==> src/rtl/i2c_txn_scheduler_pkg.sv <==
// -----------------------------------------------------------------------------
// i2c_pkg
// Shared definitions for the I2C transaction scheduler: the FSM state codes
// (also exported on the seven-segment debug display), the response error
// codes and the 7-bit device address width.
// -----------------------------------------------------------------------------
package i2c_pkg;

    localparam int DEV_W = 7;

    // Codes 6..15 are unused; the FSM treats them as illegal and returns to IDLE.
    typedef enum logic [3:0] {
        ST_IDLE    = 4'd0,
        ST_GRANT   = 4'd1,
        ST_ISSUE   = 4'd2,
        ST_WAIT    = 4'd3,
        ST_RETRY   = 4'd4,
        ST_RESPOND = 4'd5
    } state_e;

    // Error field layout is {timeout, nack}.
    localparam logic [1:0] ERR_NONE    = 2'b00;
    localparam logic [1:0] ERR_NACK    = 2'b01;
    localparam logic [1:0] ERR_TIMEOUT = 2'b10;

endpackage

==> src/rtl/i2c_txn_scheduler_if.sv <==
// -----------------------------------------------------------------------------
// i2c_txn_scheduler_if
// Command/completion link between the transaction scheduler and the bit-level
// I2C master FSM.
//   m_start              one-cycle launch pulse (scheduler -> master)
//   m_rw/m_dev/m_reg/m_wdata  latched command, stable from m_start to response
//   m_done               one-cycle completion pulse (master -> scheduler)
//   m_nack, m_rdata      qualified by m_done
// Modports: master = scheduler side (issues commands), slave = bit engine.
// -----------------------------------------------------------------------------
interface i2c_txn_scheduler_if;

    logic                      m_start;
    logic                      m_rw;
    logic [i2c_pkg::DEV_W-1:0] m_dev;
    logic [7:0]                m_reg;
    logic [7:0]                m_wdata;
    logic                      m_done;
    logic                      m_nack;
    logic [7:0]                m_rdata;

    modport master (
        output m_start, m_rw, m_dev, m_reg, m_wdata,
        input  m_done, m_nack, m_rdata
    );

    modport slave (
        input  m_start, m_rw, m_dev, m_reg, m_wdata,
        output m_done, m_nack, m_rdata
    );

endinterface

==> src/rtl/i2c_txn_scheduler_rr_arb2.sv <==
// -----------------------------------------------------------------------------
// rr_arb2
// Two-input round-robin arbiter, purely combinational.
//   req[1:0]    request vector
//   last_grant  index of the port granted most recently
//   gnt[1:0]    one-hot grant (all zero when nothing requests)
// The port other than last_grant wins a tie; a lone requester always wins.
// -----------------------------------------------------------------------------
module rr_arb2 (
    input  logic [1:0] req,
    input  logic       last_grant,
    output logic [1:0] gnt
);

    assign gnt[0] = req[0] & (last_grant  | ~req[1]);
    assign gnt[1] = req[1] & (~last_grant | ~req[0]);

endmodule

==> src/rtl/i2c_txn_scheduler.sv <==
// -----------------------------------------------------------------------------
// i2c_txn_scheduler
// Arbitrates register transactions from two requesters (port 0: power-up
// config loader, port 1: user/debug path) onto one bit-level I2C master.
// One transaction is in flight at a time; NACKs are retried up to MAX_RETRY
// extra attempts and a master that never completes is aborted after TIMEOUT
// cycles in WAIT.
// Ports:
//   clk, reset            clock; asynchronous active-low reset
//   req_valid/req_ready   per-port request handshake (accept = valid & ready)
//   req_rw/dev/reg/wdata  per-port command fields, port i in slice i
//   rsp_valid             one-cycle completion pulse to the owning port
//   rsp_rdata, rsp_err    read data and {timeout, nack}, valid with rsp_valid
//   m_if                  command link to the bit-level master
//   state_info            current state code for the debug display
// -----------------------------------------------------------------------------
module i2c_txn_scheduler
    import i2c_pkg::*;
#(
    parameter int MAX_RETRY = 3,
    parameter int TIMEOUT   = 1_000_000
) (
    input  logic                       clk,
    input  logic                       reset,
    input  logic [1:0]                 req_valid,
    output logic [1:0]                 req_ready,
    input  logic [1:0]                 req_rw,
    input  logic [2*DEV_W-1:0]         req_dev,
    input  logic [15:0]                req_reg,
    input  logic [15:0]                req_wdata,
    output logic [1:0]                 rsp_valid,
    output logic [7:0]                 rsp_rdata,
    output logic [1:0]                 rsp_err,
    i2c_txn_scheduler_if.master        m_if,
    output logic [3:0]                 state_info
);

    localparam int RW = (MAX_RETRY < 1) ? 1 : $clog2(MAX_RETRY + 1);
    localparam int CW = ($clog2(TIMEOUT) < 20) ? 20 : $clog2(TIMEOUT);

    localparam logic [RW-1:0] MAX_RETRY_C = RW'(MAX_RETRY);
    localparam logic [CW-1:0] TERM_CNT    = CW'(TIMEOUT - 1);

    state_e             state_q, state_d;
    logic               last_grant_q, last_grant_d;
    logic               owner_q, owner_d;
    logic [RW-1:0]      retry_cnt_q, retry_cnt_d;
    logic [CW-1:0]      tmo_cnt_q, tmo_cnt_d;
    logic               rw_q, rw_d;
    logic [DEV_W-1:0]   dev_q, dev_d;
    logic [7:0]         reg_q, reg_d;
    logic [7:0]         wdata_q, wdata_d;
    logic [7:0]         rdata_q, rdata_d;
    logic [1:0]         err_q, err_d;

    logic [1:0]         arb_gnt;
    logic               m_start;
    logic               retry_ok;
    logic               tmo_hit;

    rr_arb2 u_arb (
        .req        (req_valid),
        .last_grant (last_grant_q),
        .gnt        (arb_gnt)
    );

    assign retry_ok = (retry_cnt_q < MAX_RETRY_C);
    assign tmo_hit  = (tmo_cnt_q == TERM_CNT);

    // ---------------------------------------------------------------- state register
    always_ff @(posedge clk or negedge reset) begin
        if (!reset) begin
            state_q <= ST_IDLE;
        end else begin
            state_q <= state_d;
        end
    end

    // ---------------------------------------------------------------- next state
    always_comb begin
        state_d = state_q;
        case (state_q)
            ST_IDLE:    if (|req_valid) state_d = ST_GRANT;
            ST_GRANT:   state_d = ST_ISSUE;
            ST_ISSUE:   state_d = ST_WAIT;
            ST_WAIT: begin
                // m_done takes priority over the timeout terminal count.
                if (m_if.m_done) begin
                    state_d = (m_if.m_nack && retry_ok) ? ST_RETRY : ST_RESPOND;
                end else if (tmo_hit) begin
                    state_d = ST_RESPOND;
                end
            end
            ST_RETRY:   state_d = ST_ISSUE;
            ST_RESPOND: state_d = ST_IDLE;
            default:    state_d = ST_IDLE;
        endcase
    end

    // ---------------------------------------------------------------- outputs
    always_comb begin
        req_ready = 2'b00;
        m_start   = 1'b0;
        rsp_valid = 2'b00;
        rsp_rdata = 8'h00;
        rsp_err   = ERR_NONE;
        case (state_q)
            // The state is already IDLE while reset is held; gating keeps a
            // pending request from looking accepted during reset.
            ST_IDLE:    if (reset) req_ready = arb_gnt;
            ST_ISSUE:   m_start = 1'b1;
            ST_RESPOND: begin
                rsp_valid = owner_q ? 2'b10 : 2'b01;
                rsp_rdata = rdata_q;
                rsp_err   = err_q;
            end
            default: ;
        endcase
    end

    assign state_info   = state_q;
    assign m_if.m_start = m_start;
    assign m_if.m_rw    = rw_q;
    assign m_if.m_dev   = dev_q;
    assign m_if.m_reg   = reg_q;
    assign m_if.m_wdata = wdata_q;

    // ---------------------------------------------------------------- datapath next values
    always_comb begin
        last_grant_d = last_grant_q;
        owner_d      = owner_q;
        retry_cnt_d  = retry_cnt_q;
        tmo_cnt_d    = tmo_cnt_q;
        rw_d         = rw_q;
        dev_d        = dev_q;
        reg_d        = reg_q;
        wdata_d      = wdata_q;
        rdata_d      = rdata_q;
        err_d        = err_q;
        case (state_q)
            ST_IDLE: begin
                // Command fields are captured on the accept edge so the
                // requester may drop req_valid immediately afterwards.
                if (|req_valid) begin
                    owner_d = arb_gnt[1];
                    if (arb_gnt[1]) begin
                        rw_d    = req_rw[1];
                        dev_d   = req_dev[2*DEV_W-1:DEV_W];
                        reg_d   = req_reg[15:8];
                        wdata_d = req_wdata[15:8];
                    end else begin
                        rw_d    = req_rw[0];
                        dev_d   = req_dev[DEV_W-1:0];
                        reg_d   = req_reg[7:0];
                        wdata_d = req_wdata[7:0];
                    end
                end
            end
            ST_GRANT: begin
                retry_cnt_d  = '0;
                last_grant_d = owner_q;
            end
            ST_ISSUE: begin
                tmo_cnt_d = '0;
            end
            ST_WAIT: begin
                if (m_if.m_done) begin
                    if (!m_if.m_nack) begin
                        rdata_d = rw_q ? m_if.m_rdata : 8'h00;
                        err_d   = ERR_NONE;
                    end else if (retry_ok) begin
                        retry_cnt_d = retry_cnt_q + 1'b1;
                    end else begin
                        rdata_d = 8'h00;
                        err_d   = ERR_NACK;
                    end
                end else if (tmo_hit) begin
                    rdata_d = 8'h00;
                    err_d   = ERR_TIMEOUT;
                end else begin
                    tmo_cnt_d = tmo_cnt_q + 1'b1;
                end
            end
            default: ;
        endcase
    end

    // ---------------------------------------------------------------- datapath registers
    always_ff @(posedge clk or negedge reset) begin
        if (!reset) begin
            last_grant_q <= 1'b1;
            owner_q      <= 1'b0;
            retry_cnt_q  <= '0;
            tmo_cnt_q    <= '0;
            rw_q         <= 1'b0;
            dev_q        <= '0;
            reg_q        <= 8'h00;
            wdata_q      <= 8'h00;
            rdata_q      <= 8'h00;
            err_q        <= ERR_NONE;
        end else begin
            last_grant_q <= last_grant_d;
            owner_q      <= owner_d;
            retry_cnt_q  <= retry_cnt_d;
            tmo_cnt_q    <= tmo_cnt_d;
            rw_q         <= rw_d;
            dev_q        <= dev_d;
            reg_q        <= reg_d;
            wdata_q      <= wdata_d;
            rdata_q      <= rdata_d;
            err_q        <= err_d;
        end
    end

endmodule

==> src/flat_wrapper.sv <==
// flat-port wrapper written by rule: the top's interface ports become plain ports
module i2c_txn_scheduler_flat import i2c_pkg::*;
#(
    parameter int MAX_RETRY = 3,
    parameter int TIMEOUT   = 1_000_000
)
  (clk, reset, req_valid, req_ready, req_rw, req_dev, req_reg, req_wdata, rsp_valid, rsp_rdata, rsp_err, state_info, m_if_m_start, m_if_m_rw, m_if_m_dev, m_if_m_reg, m_if_m_wdata, m_if_m_done, m_if_m_nack, m_if_m_rdata);
  i2c_txn_scheduler_if m_if_i ();
  input  logic clk;
  input  logic reset;
  input  logic [1:0] req_valid;
  output logic [1:0] req_ready;
  input  logic [1:0] req_rw;
  input  logic [2*DEV_W-1:0] req_dev;
  input  logic [15:0] req_reg;
  input  logic [15:0] req_wdata;
  output logic [1:0] rsp_valid;
  output logic [7:0] rsp_rdata;
  output logic [1:0] rsp_err;
  output logic [3:0] state_info;
  output wire logic [$bits(m_if_i.m_start)-1:0] m_if_m_start;
  output wire logic [$bits(m_if_i.m_rw)-1:0] m_if_m_rw;
  output wire logic [$bits(m_if_i.m_dev)-1:0] m_if_m_dev;
  output wire logic [$bits(m_if_i.m_reg)-1:0] m_if_m_reg;
  output wire logic [$bits(m_if_i.m_wdata)-1:0] m_if_m_wdata;
  input wire logic [$bits(m_if_i.m_done)-1:0] m_if_m_done;
  input wire logic [$bits(m_if_i.m_nack)-1:0] m_if_m_nack;
  input wire logic [$bits(m_if_i.m_rdata)-1:0] m_if_m_rdata;
  assign m_if_m_start = m_if_i.m_start;
  assign m_if_m_rw = m_if_i.m_rw;
  assign m_if_m_dev = m_if_i.m_dev;
  assign m_if_m_reg = m_if_i.m_reg;
  assign m_if_m_wdata = m_if_i.m_wdata;
  assign m_if_i.m_done = m_if_m_done;
  assign m_if_i.m_nack = m_if_m_nack;
  assign m_if_i.m_rdata = m_if_m_rdata;
  i2c_txn_scheduler #(.MAX_RETRY(MAX_RETRY), .TIMEOUT(TIMEOUT)) u_core (.clk(clk), .reset(reset), .req_valid(req_valid), .req_ready(req_ready), .req_rw(req_rw), .req_dev(req_dev), .req_reg(req_reg), .req_wdata(req_wdata), .rsp_valid(rsp_valid), .rsp_rdata(rsp_rdata), .rsp_err(rsp_err), .m_if(m_if_i), .state_info(state_info));
endmodule
==> config.mk <==
export PLATFORM = sky130hd
export DESIGN_NAME = i2c_txn_scheduler_flat
export DESIGN_NICKNAME = d
export VERILOG_FILES = /design/src/rtl/i2c_txn_scheduler_pkg.sv /design/src/rtl/i2c_txn_scheduler_if.sv /design/src/rtl/i2c_txn_scheduler_rr_arb2.sv /design/src/rtl/i2c_txn_scheduler.sv /design/src/flat_wrapper.sv
export SDC_FILE = /design/constraint.sdc
export NUM_CORES = 1
export LEC_CHECK = 0
export ABC_AREA = 1
export CAP_MARGIN = 20
export CORE_AREA = 2 2 80 120
export CTS_BUF_LIST = sky130_fd_sc_hd__clkbuf_2 sky130_fd_sc_hd__clkbuf_4 sky130_fd_sc_hd__clkbuf_8
export DETAILED_ROUTE_END_ITERATION = 6
export DIE_AREA = 0 0 82 122
export GPL_TIMING_DRIVEN = 0
export PLACE_DENSITY_LB_ADDON = 0.15
export SYNTH_ARGS = -nofsm -noshare
export SYNTH_HDL_FRONTEND = slang
export SYNTH_HIERARCHICAL = 1
export SYNTH_SLANG_ARGS = --single-unit
==> constraint.sdc <==
create_clock -name clk -period 2.9 [get_ports clk]
set_input_delay 0.29 -clock clk [delete_from_list [all_inputs] [get_ports clk]]
set_output_delay 0.29 -clock clk [all_outputs]
set_load 0.01 [all_outputs]
---- Word-level counts from Yosys, hierarchy flattened ----
Cells that the tools add are included.
cells by class
  add/subtract/negate cells ............... 2
  order comparisons ....................... 1
  eq/ne operators ......................... 14
  muxes and demuxes ....................... 32
  bitwise operators ....................... 7
  reduce and logical (&&, ||, !) cells .... 12
operators with widths
  kind                                                    number
  two-way mux 8 bit                                       8
  two-way mux 20 bit                                      2
  one-hot mux 20 bit (2 select lines)                     1
  two-way mux 2 bit                                       12
  adder 20 x 1 -> 20 bit (second input constant)          1
  equality test 20 bit (second input constant)            1
  one-hot mux 4 bit (4 select lines)                      1
  two-way mux 4 bit                                       3
  equality test 4 x 2 -> 1 bit (second input constant)    2
  equality test 4 x 3 -> 1 bit (second input constant)    2
  inequality test 2 bit (second input constant)           4
  two-way mux 7 bit                                       1
  AND reduction 3 bit                                     2
  nonzero test 2 bit                                      3
  equality test 4 x 1 -> 1 bit (second input constant)    1
  zero test 4 bit                                         1
  inequality test 2 x 1 -> 1 bit (second input constant)  2
  one-hot mux 2 bit (2 select lines)                      1
  AND reduction 2 bit                                     2
  AND reduction 4 bit                                     1
  OR reduction 2 bit                                      2
  two-way mux 1 bit                                       3
  inequality test 3 x 2 -> 1 bit (second input constant)  1
  inequality test 3 bit (second input constant)           1
  other kinds (6)                                         10
storage, ports and cells
  flip-flop bits (word level) ............. 62
  input bits .............................. 62
  output and inout port bits .............. 43
  word-level logic and storage cells ...... 79

---- Logic depth before layout (Yosys ltp) ----
Gate-level depths: netlist of the first run.
  word-level depth ........................ 5
  depth in mapped cells ................... 11
  depth with buffers taken out ............ 10

---- Modules after synthesis ----
Netlist of the first run, hierarchy kept.
modules (own cells, without submodules)
  module             times used  cells each  area each (sq um)  seq. area each (sq um)
  i2c_txn_scheduler  1           483         3,489.6            1,527.7
  rr_arb2            1           4           27.5               0.0

---- Worst setup path after synthesis of the first run ----
Ideal clock, no wire load.
  kind .................................... reg2reg
  start ................................... register u_core.state_q[0], in the netlist u_core/state_info[0]
  end ..................................... register u_core.tmo_cnt_q[10]
  setup time .............................. 117 ps
  arrival time ............................ 1,331 ps
  required time ........................... 2,783 ps
  slack ................................... 1,452 ps
  cell stages (with the launch flop) ...... 7
  buffers on the path ..................... 2
  clock period less this slack ............ 1,448 ps
  cells stage by stage .................... dfrtp_1 > buf_2 > nor3_2 > inv_2 > clkbuf_1 > nand3_1 > nand2_1
on the way
  cells in the longest elaborated chain, start to end .. 3
  elaborated cells on any way between the ends .. 7
  classes of those cells .................. eq/ne: 4; mux: 1; reduce/logical: 2
ends and longest elaborated chain
  item                                                                                 RTL line                  text
  from (decl)                                                                          i2c_txn_scheduler.sv:44   state_e state_q, state_d;
  from (signal assigned)                                                               i2c_txn_scheduler.sv:75   state_q <= state_d;
  equality test 4 x 2 -> 1 bit                                                         i2c_txn_scheduler.sv:140  case (state_q)
  inequality test 2 bit (no source line) / nonzero test 2 bit (equally long branches)  -
  AND reduction 3 bit (no source line)                                                 -
  to (signal assigned)                                                                 i2c_txn_scheduler.sv:205  tmo_cnt_q <= tmo_cnt_d;
  to (decl)                                                                            i2c_txn_scheduler.sv:48   logic [CW-1:0] tmo_cnt_q, tmo_cnt_d;
Several ways; a longest one is shown, not always the timed one.
A chain may end at the register's enable or synchronous reset.

---- Final worst setup path of the first run ----
  start ................................... input req_valid[1]
  end ..................................... output req_ready[1]
on the way
  cells in the longest elaborated chain, start to end .. 3
ends and longest elaborated chain
  item                   RTL line                         text
  from (decl)            flat_wrapper.sv:11               input logic [1:0] req_valid;
  bitwise AND 1 bit      i2c_txn_scheduler_rr_arb2.sv:16  assign gnt[1] = req[1] & (~last_grant | ~req[0]);
  net u_core.arb_gnt[1]  i2c_txn_scheduler.sv:56          logic [1:0] arb_gnt;
  two-way mux 2 bit      i2c_txn_scheduler.sv:110         ST_IDLE: if (reset) req_ready = arb_gnt;
  two-way mux 2 bit      i2c_txn_scheduler.sv:107         case (state_q)
  to (decl)              flat_wrapper.sv:12               output logic [1:0] req_ready;
The timed path passes the listed nets, and every way through them passes these cells.

==> impl_metrics.json, run 1 <==
{
  "clk_pin_slew_ns": 0.06,
  "cts.repair.resized": 0,
  "gp_congestion": 0.887,
  "yosysWarnings": 6,
  "r2r_end": "u_core/tmo_cnt_q[10]",
  "area_growth_pct": 38.0,
  "outcome": "complete, no violations",
  "root_buffer": "clkbuf_8",
  "slowest_delay_ns": 0.57,
  "post-place-ws_ns": 0.264,
  "nFillCells": 926,
  "ir_drop_mv": 0.445,
  "placed_area_mm2": 0.00469,
  "slowest_stage": "clkdlybuf4s50_1",
  "coreArea_mm2": 0.00904,
  "start_util": 0.389,
  "path_delay_family": "buffers and inverters",
  "syn_area_per_cell_um2": 7.22,
  "finalCriticalPeriod_ns": 2.62,
  "cp-start-kind": "input pin",
  "largest_register_ffs": 20,
  "gr-usage-all-layers": 0.217,
  "post_drt_via_cell_ratio": 4.91,
  "p_leak_nw": 2.15,
  "grt-ovfl-total": 0,
  "clock_sinks": 61,
  "most-common-layout-cells": "130 x nand2_1, 108 x nor2_1, 102 x clkdlybuf4s50_1",
  "numCtsBuffers": 9,
  "path_buf_inv": 4,
  "grt_antenna_before_repair": 0,
  "io_pins": 105,
  "yosysSeqAreaShare": 0.434,
  "detail-route-antenna-nets": 0,
  "syn_area_mm2": 0.00352,
  "first_pass_iters": 5,
  "cellPowerDensity_mw_per_mm2": 747,
  "path_class": "input pin to output pin",
  "drive_above_1_share": 0.0977,
  "post-route-util": 0.537,
  "cp_max_fo": 10,
  "insertion_delay_ns": 0.34,
  "cts_tree": "built",
  "r2r-start": "u_core/tmo_cnt_q[1]",
  "crit_chain": "clkdlybuf4s50_1 -> a21boi_2 -> buf_2 -> clkbuf_1 -> nand2_1 -> nor2_1 -> clkdlybuf4s50_1",
  "reg2reg_depth": 9,
  "rrSetupSlack_ns": 1.13,
  "remaining_drc_errors": 0,
  "port_buffers": 103,
  "maxCapViolCount": 0,
  "finalHoldViolations": 0,
  "rows": 43,
  "die_y_um": 122,
  "crit_required_ns": 2.61,
  "first_global_vias": 3592,
  "vias": 3514,
  "post-dp-hpwl_mm": 7.43,
  "ys_ff_latch": 61,
  "setup_ws_ns": 0.278,
  "drt_wl_total_mm": 9.92,
  "synthCells": 487,
  "fin_skew_ns": 0.0108,
  "wire_per_inst_um": 13.9,
  "rsz0062_at_grt": "false",
  "cp_common_cell": "clkdlybuf4s50_1",
  "drt_iter0_markers": 155,
  "power_mw": 3.63,
  "setup_viol": 0,
  "synth.distinct_cells": 34,
  "cts_buffer_depth": 2,
  "setup_tns_ns": 0,
  "grt_max_degree": 64,
  "stdcell_area_mm2": 0.00485,
  "cts_setup_buffers": 0,
  "hold_buffers": 0,
  "synthesis.nets": 551,
  "crit_path_end_kind": "output pin",
  "maxSlewViolCount": 0,
  "tightest_slew_ns": 0.824,
  "final_nets": 665,
  "regMostFlops": "u_core/tmo_cnt_q",
  "n_antenna_cell": 0,
  "hold_path_class": "input pin to asynchronous set/reset pin",
  "grt_pass1_wl_mm": 16.5,
  "period_share": 0.904,
  "clock.fmax_mhz": 381,
  "critPathArrivalTime_ns": 2.33,
  "die_area_mm2": 0.0100,
  "maxSlewHeadroom": 0.450,
  "layout_commonest_cell": "nand2_1",
  "htree_levels": 3,
  "die_w_um": 82
}
==> worst max-delay path by stage <==
stage	start	endpoint	slack, ns	depth (start not counted)
final	req_valid[1]	req_ready[1]	0.28	7
after global routing	req_valid[1]	req_ready[1]	0.13	7
after CTS	req_valid[1]	req_ready[1]	0.25	7
after detailed placement	req_valid[1]	req_ready[1]	0.26	7
after global placement	reset	req_ready[1]	-1.29	4
after floorplan	u_core/state_info[0]	u_core/tmo_cnt_q[10]	1.45	6
==> where the power goes <==
part	total, mW	internal, mW	switching [mW]
Sequential	1.29	1.12	0.171
Clock	0.679	0.354	0.325
Combinational	1.66	0.742	0.917
==> kinds of logic (layout without fill, tap and decap cells) <==
group           Yosys count  in the layout  share of synthesized area
fa+ha+maj                 2              2                    0.00711
xor+xnor                  1              1                    0.00249
compound gates           57             57                      0.116
simple gates            301            301                      0.360
other cells               1              1                    0.00107
buf+inv                  64            181                     0.0793
flops                    61             61                      0.434
==> per-layer routing <==
metal,global-route usage,wire length (um),vias up
met5,0,0,-
met4,0.0865,175,0
met3,0.0763,609,13
met2,0.378,5210,85
met1,0.236,3930,1634
li1,-,-,1782
==> synth_stat cells <==
library cell,count,share of area
nand2_1,130,0.14
nor2_1,108,0.12
dfrtp_1,60,0.43
nand3_1,41,0.058
inv_1,31,0.033
o31ai_1,25,0.053
clkbuf_1,12,0.013
a21oi_1,9,0.013
o21ai_2,9,0.022
inv_2,8,0.0085
buf_2,7,0.010
o21ai_0,6,0.0085
buf_4,4,0.0085
nand4_1,4,0.0071
o21bai_1,4,0.0085
nor3_1,3,0.0043
buf_6,2,0.0064
ha_1,2,0.0071
nand2_4,2,0.0064
nand3_2,2,0.0057
nand3b_1,2,0.0043
nor2_2,2,0.0036
nor3_2,2,0.0057
o21a_1,2,0.0043
a21boi_2,1,0.0032
a21oi_2,1,0.0025
and2_1,1,0.0018
conb_1,1,0.0011
dfstp_2,1,0.0075
nand2_2,1,0.0018
nor2_4,1,0.0032
nor3b_1,1,0.0021
or2_2,1,0.0018
xor2_1,1,0.0025
==> per-stage QoR <==
step / std cells / hold WS (ns)
floorplan: 487 / -0.00559
global placement: 702 / 0.458
detailed placement: 702 / 0.451
CTS: 716 / 0.0642
global route: 716 / 0.103
finish: 716 / 0.0395
==> worst register-to-register path: cells and delay by family, from the launching register on <==
family                     cells  cell delay (ns)
buffers and inverters          1             0.17
and+or+nand+nor                7             0.87
adders and majority gates      1             0.22
DFF                            1             0.40
==> cell type report <==
type	count	area (um2)	share of cell area
multi-input cells	362	1710	0.352
flip-flops and latches	61	1530	0.315
repair buffers	103	1030	0.212
clock buffers	12	159	0.0327
inverters	39	146	0.0302
well taps	112	140	0.0289
plain buffers	25	133	0.0273
clock inverters	2	10.0	0.00206
Note: power is estimated with default switching activity, not from simulation.
==> run 2: changes to the inputs <==
--- a/config.mk
+++ b/config.mk
@@ -5,12 +5,12 @@
 export SDC_FILE = /design/constraint.sdc
 export NUM_CORES = 1
 export LEC_CHECK = 0
-export ABC_AREA = 1
+export ABC_AREA = 0
 export CAP_MARGIN = 20
-export CORE_AREA = 2 2 80 120
+export CORE_AREA = 2 2 77 115
 export CTS_BUF_LIST = sky130_fd_sc_hd__clkbuf_2 sky130_fd_sc_hd__clkbuf_4 sky130_fd_sc_hd__clkbuf_8
 export DETAILED_ROUTE_END_ITERATION = 6
-export DIE_AREA = 0 0 82 122
+export DIE_AREA = 0 0 79 117
 export GPL_TIMING_DRIVEN = 0
 export PLACE_DENSITY_LB_ADDON = 0.15
 export SYNTH_ARGS = -nofsm -noshare
==> impl_metrics.json, run 2 <==
{
  "outcome": "complete, no violations",
  "io_pins": 105,
  "hold_buffers": 0,
  "tightest_slew_ns": 0.807,
  "layout_commonest_cell": "clkdlybuf4s50_1",
  "multi_input_area_mm2": 0.00155,
  "power_mw": 3.66,
  "wire_per_inst_um": 15.7,
  "maxSlewHeadroom": 0.462,
  "n_antenna_cell": 0,
  "critPathArrivalTime_ns": 2.33,
  "gr-usage-all-layers": 0.201,
  "die_area_mm2": 0.00924,
  "grt-ovfl-total": 0,
  "hold_path_class": "input pin to asynchronous set/reset pin",
  "power_frac_comb": 0.447,
  "cp_max_fo": 10,
  "path_class": "flip-flop to output pin",
  "port_buffers": 102,
  "yosysWarnings": 6,
  "root_buffer": "clkbuf_8",
  "coreArea_mm2": 0.00831,
  "synth.top_cell.area_share": 0.467,
  "cts_buffer_depth": 2,
  "yosysTopAreaCell": "dfrtp_1",
  "clock.fmax_mhz": 381,
  "layoutNonFillerInstCount": 544,
  "cts_setup_buffers": 0,
  "cts_tree": "built",
  "remaining_drc_errors": 0,
  "slowest_delay_ns": 0.54,
  "grt_pass1_wl_mm": 14.3,
  "swShare": 0.365,
  "first_pass_iters": 4,
  "post_drt_via_cell_ratio": 5.27,
  "ir_drop_mv": 0.476,
  "cp.depth": 6,
  "vias": 2865,
  "final_nets": 497,
  "clk_pin_slew_ns": 0.07,
  "setup_ws_ns": 0.277,
  "syn_area_per_cell_um2": 10.0,
  "maxCapViolCount": 0,
  "drt_iter0_markers": 113,
  "htree_levels": 3,
  "async_reset_ff_frac": 1.00,
  "ys.flop_type": "dfrtp_1",
  "synth_edf_count": 0,
  "insertion_delay_ns": 0.35,
  "yosysSeqAreaShare": 0.475,
  "maxSlewViolCount": 0,
  "reg2reg_depth": 7,
  "path_buf_inv": 4,
  "setup_viol": 0,
  "rows": 41,
  "post-route-util": 0.546,
  "whs_ns": 0.0174,
  "p_seq_frac": 0.364,
  "synthesis.nets": 385,
  "p_clk_frac": 0.189,
  "start_util": 0.387,
  "crit_chain": "clkbuf_8 -> inv_1 -> nor3b_1 -> clkbuf_2 -> and2_1 -> clkdlybuf4s50_1",
  "die_y_um": 117,
  "numCtsBuffers": 9,
  "drt_wl_total_mm": 8.55,
  "grt_max_degree": 64,
  "ys_ff_latch": 61,
  "period_share": 0.904,
  "post-dp-hpwl_mm": 6.22,
  "crit_required_ns": 2.61,
  "area_growth_pct": 41.0,
  "intPower_mw": 2.33,
  "ys_top_cells_by_count": "60 x dfrtp_1, 42 x nor2_1, 33 x a21oi_1",
  "synthCells": 321,
  "path_delay_family": "buffers and inverters",
  "place.detailed.instances": 530,
  "switchingPower_mw": 1.33,
  "clock_sinks": 61,
  "cp-start-kind": "flip-flop",
  "largest_register_ffs": 20,
  "cellPowerDensity_mw_per_mm2": 807,
  "grt_antenna_before_repair": 0,
  "die_w_um": 79,
  "nFillCells": 806,
  "rsz0062_at_grt": "false",
  "most-common-layout-cells": "101 x clkdlybuf4s50_1, 60 x dfrtp_1, 42 x nor2_1",
  "crit_path_end_kind": "output pin",
  "syn_area_mm2": 0.00322,
  "seqCellArea_mm2": 0.00153,
  "finalHoldViolations": 0,
  "regMostFlops": "u_core/tmo_cnt_q",
  "p_leak_nw": 1.91,
  "synth.distinct_cells": 52,
  "yosysMostFrequentCell": "dfrtp_1",
  "gp_congestion": 0.827,
  "first_global_vias": 2989,
  "synth_area_leaders": "dfrtp_1 47%, mux2i_1 7.8%, a21oi_1 5.1%",
  "detail-route-antenna-nets": 0,
  "drive_above_1_share": 0.117,
  "post-place-ws_ns": -0.0656,
  "finalCriticalPeriod_ns": 2.62,
  "fin_skew_ns": 0.0126,
  "slowest_stage": "clkdlybuf4s50_1"
}
-- run 2: kinds of logic after synthesis --
| family | synth area share |
|---|---|
| other | 0.00117 |
| multiplexers | 0.0883 |
| flip-flops | 0.475 |
| buffers and inverters | 0.0451 |
| AO/OA/AOI/OAI | 0.198 |
| adder cells (fa/ha/maj) | 0.00777 |
| AND/OR/NAND/NOR | 0.185 |
-- run 2: power by group through the flow --
stage	Clock, mW	Combinational [mW]	Sequential (mW)
3_5_place_dp	0	1.65	1.34
5_1_grt	0.742	1.81	1.38
6_report	0.692	1.64	1.33
2_1_floorplan	0	0.835	1.40
3_3_place_gp	0	1.62	1.33
4_1_cts	0.705	1.66	1.34
-- run 2: cell type report --
type | count | area share
buffer | 19 | 0.0281
clock buffer | 13 | 0.0353
clock inverter | 2 | 0.00221
inverter | 4 | 0.00331
multi-input combinational | 236 | 0.341
sequential | 61 | 0.337
tap | 107 | 0.0295
timing repair buffer | 102 | 0.224
-- run 2: final timing paths --
path,slack [ns],to,from
min in group clk,0.25,u_core/err_q[1],m_if_m_done
worst max register to register,0.84,u_core/tmo_cnt_q[18],u_core/tmo_cnt_q[0]
worst min-delay path,0.02,u_core/tmo_cnt_q[8],reset
max in group asynchronous,2.33,u_core/rdata_q[6],reset
worst min register to register,0.48,u_core/tmo_cnt_q[19],u_core/tmo_cnt_q[19]
worst max-delay path,0.28,rsp_rdata[1],u_core/state_info[0]
-- run 2: metrics by stage --
stage                     TNS, ns  cell area (um2)
after floorplan                 0             3220
after global placement     -39.01             4370
after detailed placement  -0.0656             4370
after CTS                       0             4540
after global routing            0             4540
final                           0             4540
-- run 2: routing by layer --
metal  part of all wire  track usage  up-vias
li1                   -            -     1384
met4              0.023        0.106        0
met5                  0            0        -
met1               0.39        0.221     1371
met2               0.52        0.346       93
met3              0.068       0.0660       17
-- run 2: repair_timing --
item	CTS	global route
endpoints found under the setup margin	1	2
pin swaps	0	0
cloned	0	0
gates resized for setup	0	2
==> run 3: changes to the inputs <==
--- a/config.mk
+++ b/config.mk
@@ -6,9 +6,8 @@
 export NUM_CORES = 1
 export LEC_CHECK = 0
 export ABC_AREA = 0
-export CAP_MARGIN = 20
 export CORE_AREA = 2 2 77 115
-export CTS_BUF_LIST = sky130_fd_sc_hd__clkbuf_2 sky130_fd_sc_hd__clkbuf_4 sky130_fd_sc_hd__clkbuf_8
+export CTS_BUF_LIST = sky130_fd_sc_hd__clkbuf_16
 export DETAILED_ROUTE_END_ITERATION = 6
 export DIE_AREA = 0 0 79 117
 export GPL_TIMING_DRIVEN = 0
==> impl_metrics.json, run 3 (synthesis results as in run 2) <==
{
  "outcome": "complete, no violations",
  "die_y_um": 117,
  "swShare": 0.351,
  "wire_per_inst_um": 15.9,
  "startpoint": "u_core/state_info[0]",
  "maxSlewViolCount": 0,
  "intPower_mw": 2.53,
  "vias": 2883,
  "first_global_vias": 3003,
  "drive_above_1_share": 0.108,
  "root_buffer": "clkbuf_16",
  "grt_max_degree": 64,
  "grt_util_met2": 0.350,
  "grt_pass1_wl_mm": 14.4,
  "maxCapViolCount": 0,
  "first_pass_iters": 6,
  "fin_skew_ns": 0.00525,
  "port_buffers": 102,
  "die_area_mm2": 0.00924,
  "crit_required_ns": 2.61,
  "cellPowerDensity_mw_per_mm2": 845,
  "power_frac_comb": 0.422,
  "remaining_drc_errors": 0,
  "setup_tns_ns": 0,
  "largest_register_ffs": 20,
  "p_clk_frac": 0.235,
  "cp.depth": 6,
  "path_delay_family": "buffers and inverters",
  "post_drt_via_cell_ratio": 5.30,
  "cp_max_fo": 10,
  "hold_buffers": 0,
  "grt-ovfl-total": 0,
  "r2r_end": "u_core/tmo_cnt_q[18]",
  "clk_pin_slew_ns": 0.05,
  "cts_buffer_depth": 2,
  "slowest_stage": "clkdlybuf4s50_1",
  "drt_wl_total_mm": 8.63,
  "gr-usage-all-layers": 0.201,
  "crit_chain": "clkbuf_8 -> inv_1 -> nor3b_1 -> clkbuf_2 -> and2_1 -> clkdlybuf4s50_1",
  "n_antenna_cell": 0,
  "multi_input_area_mm2": 0.00155,
  "nFillCells": 798,
  "period_share": 0.896,
  "cp-start-kind": "flip-flop",
  "start_util": 0.387,
  "grt_antenna_before_repair": 0,
  "post-place-ws_ns": -0.0656,
  "detail-route-antenna-nets": 0,
  "endpoint": "rsp_rdata[1]",
  "setup_viol": 0,
  "rrSetupSlack_ns": 0.81,
  "drt_iter0_markers": 114,
  "slowest_delay_ns": 0.54,
  "seqCellArea_mm2": 0.00153,
  "area_growth_pct": 43.5,
  "p_leak_nw": 1.95,
  "reg2reg_depth": 7,
  "whs_ns": 0.0431,
  "clock.fmax_mhz": 385,
  "tightest_slew_ns": 0.795,
  "hold_path_class": "input pin to asynchronous set/reset pin",
  "met1_usage": 0.220,
  "p_seq_frac": 0.343,
  "setup_ws_ns": 0.301,
  "clock_sinks": 61,
  "coreArea_mm2": 0.00831,
  "cts_tree": "built",
  "r2r-start": "u_core/tmo_cnt_q[0]",
  "crit_path_end_kind": "output pin",
  "layout_commonest_cell": "clkdlybuf4s50_1",
  "insertion_delay_ns": 0.33,
  "grt.busiest_layer": "met2",
  "path_class": "flip-flop to output pin",
  "numCtsBuffers": 9,
  "finalCriticalPeriod_ns": 2.60,
  "rsz0062_at_grt": "false",
  "finalHoldViolations": 0,
  "ir_drop_mv": 0.498,
  "path_buf_inv": 4,
  "switchingPower_mw": 1.37,
  "rows": 41,
  "die_w_um": 79,
  "post-dp-hpwl_mm": 6.22,
  "htree_levels": 3,
  "io_pins": 105,
  "critPathArrivalTime_ns": 2.31,
  "regMostFlops": "u_core/tmo_cnt_q",
  "maxSlewHeadroom": 0.470,
  "grt_use_met3": 0.0729,
  "final_nets": 497,
  "most-common-layout-cells": "101 x clkdlybuf4s50_1, 60 x dfrtp_1, 42 x nor2_1",
  "gp_congestion": 0.827
}
[run 3: cell types whose count changed in the layout (fill, tap and decap cells not counted), sizes merged]
cell,delta
inv,+3
clkbuf,-4
clkinv,+1
[run 3: timing repair]
action	4_1_cts	5_1_grt
resized for setup	0	2
setup endpoints to repair	1	1
pin swaps	0	0
hold endpoints to repair	0	0
buffers inserted	0	0
[run 3: worst min-delay path by stage]
stage | endpoint | depth (start not counted) | start
2_1_floorplan | u_core/err_q[0] | 0 | reset
6_report | u_core/tmo_cnt_q[3] | 1 | reset
5_1_grt | u_core/tmo_cnt_q[7] | 1 | reset
3_3_place_gp | u_core/tmo_cnt_q[18] | 1 | u_core/tmo_cnt_q[18]
3_5_place_dp | u_core/tmo_cnt_q[7] | 1 | reset
4_1_cts | u_core/tmo_cnt_q[8] | 1 | reset
[run 3: layout make-up]
cell class,instances,share of cell area
timing repair buffer,102,0.221
sequential,61,0.331
clock inverter,6,0.00542
clock buffer,9,0.0488
multi-input combinational,236,0.335
buffer,19,0.0276
tap,107,0.0290
inverter,4,0.00325
[run 3: through the flow]
stage | std cells | area [um2] | power [mW] | util
finish | 544 | 4620 | 3.90 | 0.556
global route | 544 | 4620 | 4.17 | 0.556
CTS | 544 | 4620 | 3.94 | 0.556
detailed placement | 530 | 4370 | 2.99 | 0.526
global placement | 530 | 4370 | 2.96 | 0.526
floorplan | 321 | 3220 | 2.23 | -
[run 3: power by group through the flow]
stage | clock, mW | combinational (mW) | sequential [mW]
finish | 0.917 | 1.65 | 1.34
CTS | 0.939 | 1.66 | 1.34
floorplan | 0 | 0.835 | 1.40
global placement | 0 | 1.62 | 1.33
global route | 0.980 | 1.81 | 1.38
detailed placement | 0 | 1.65 | 1.34
[run 3: worst register-to-register path: stages (launching register included)]
cell	delay, ns
dfrtp_1	0.44
ha_1	0.24
nand2_1	0.11
nand4bb_2	0.39
o31ai_4	0.41
buf_6	0.22
o21ai_1	0.09
o41ai_1	0.07
[run 3: per-layer routing]
layer  vias up  wire length, um  part of all wire
li1       1381                -                 -
met1      1393             3380              0.39
met2        98             4520              0.52
met3        11              591             0.069
met4         0              128             0.015
met5         -                0                 0
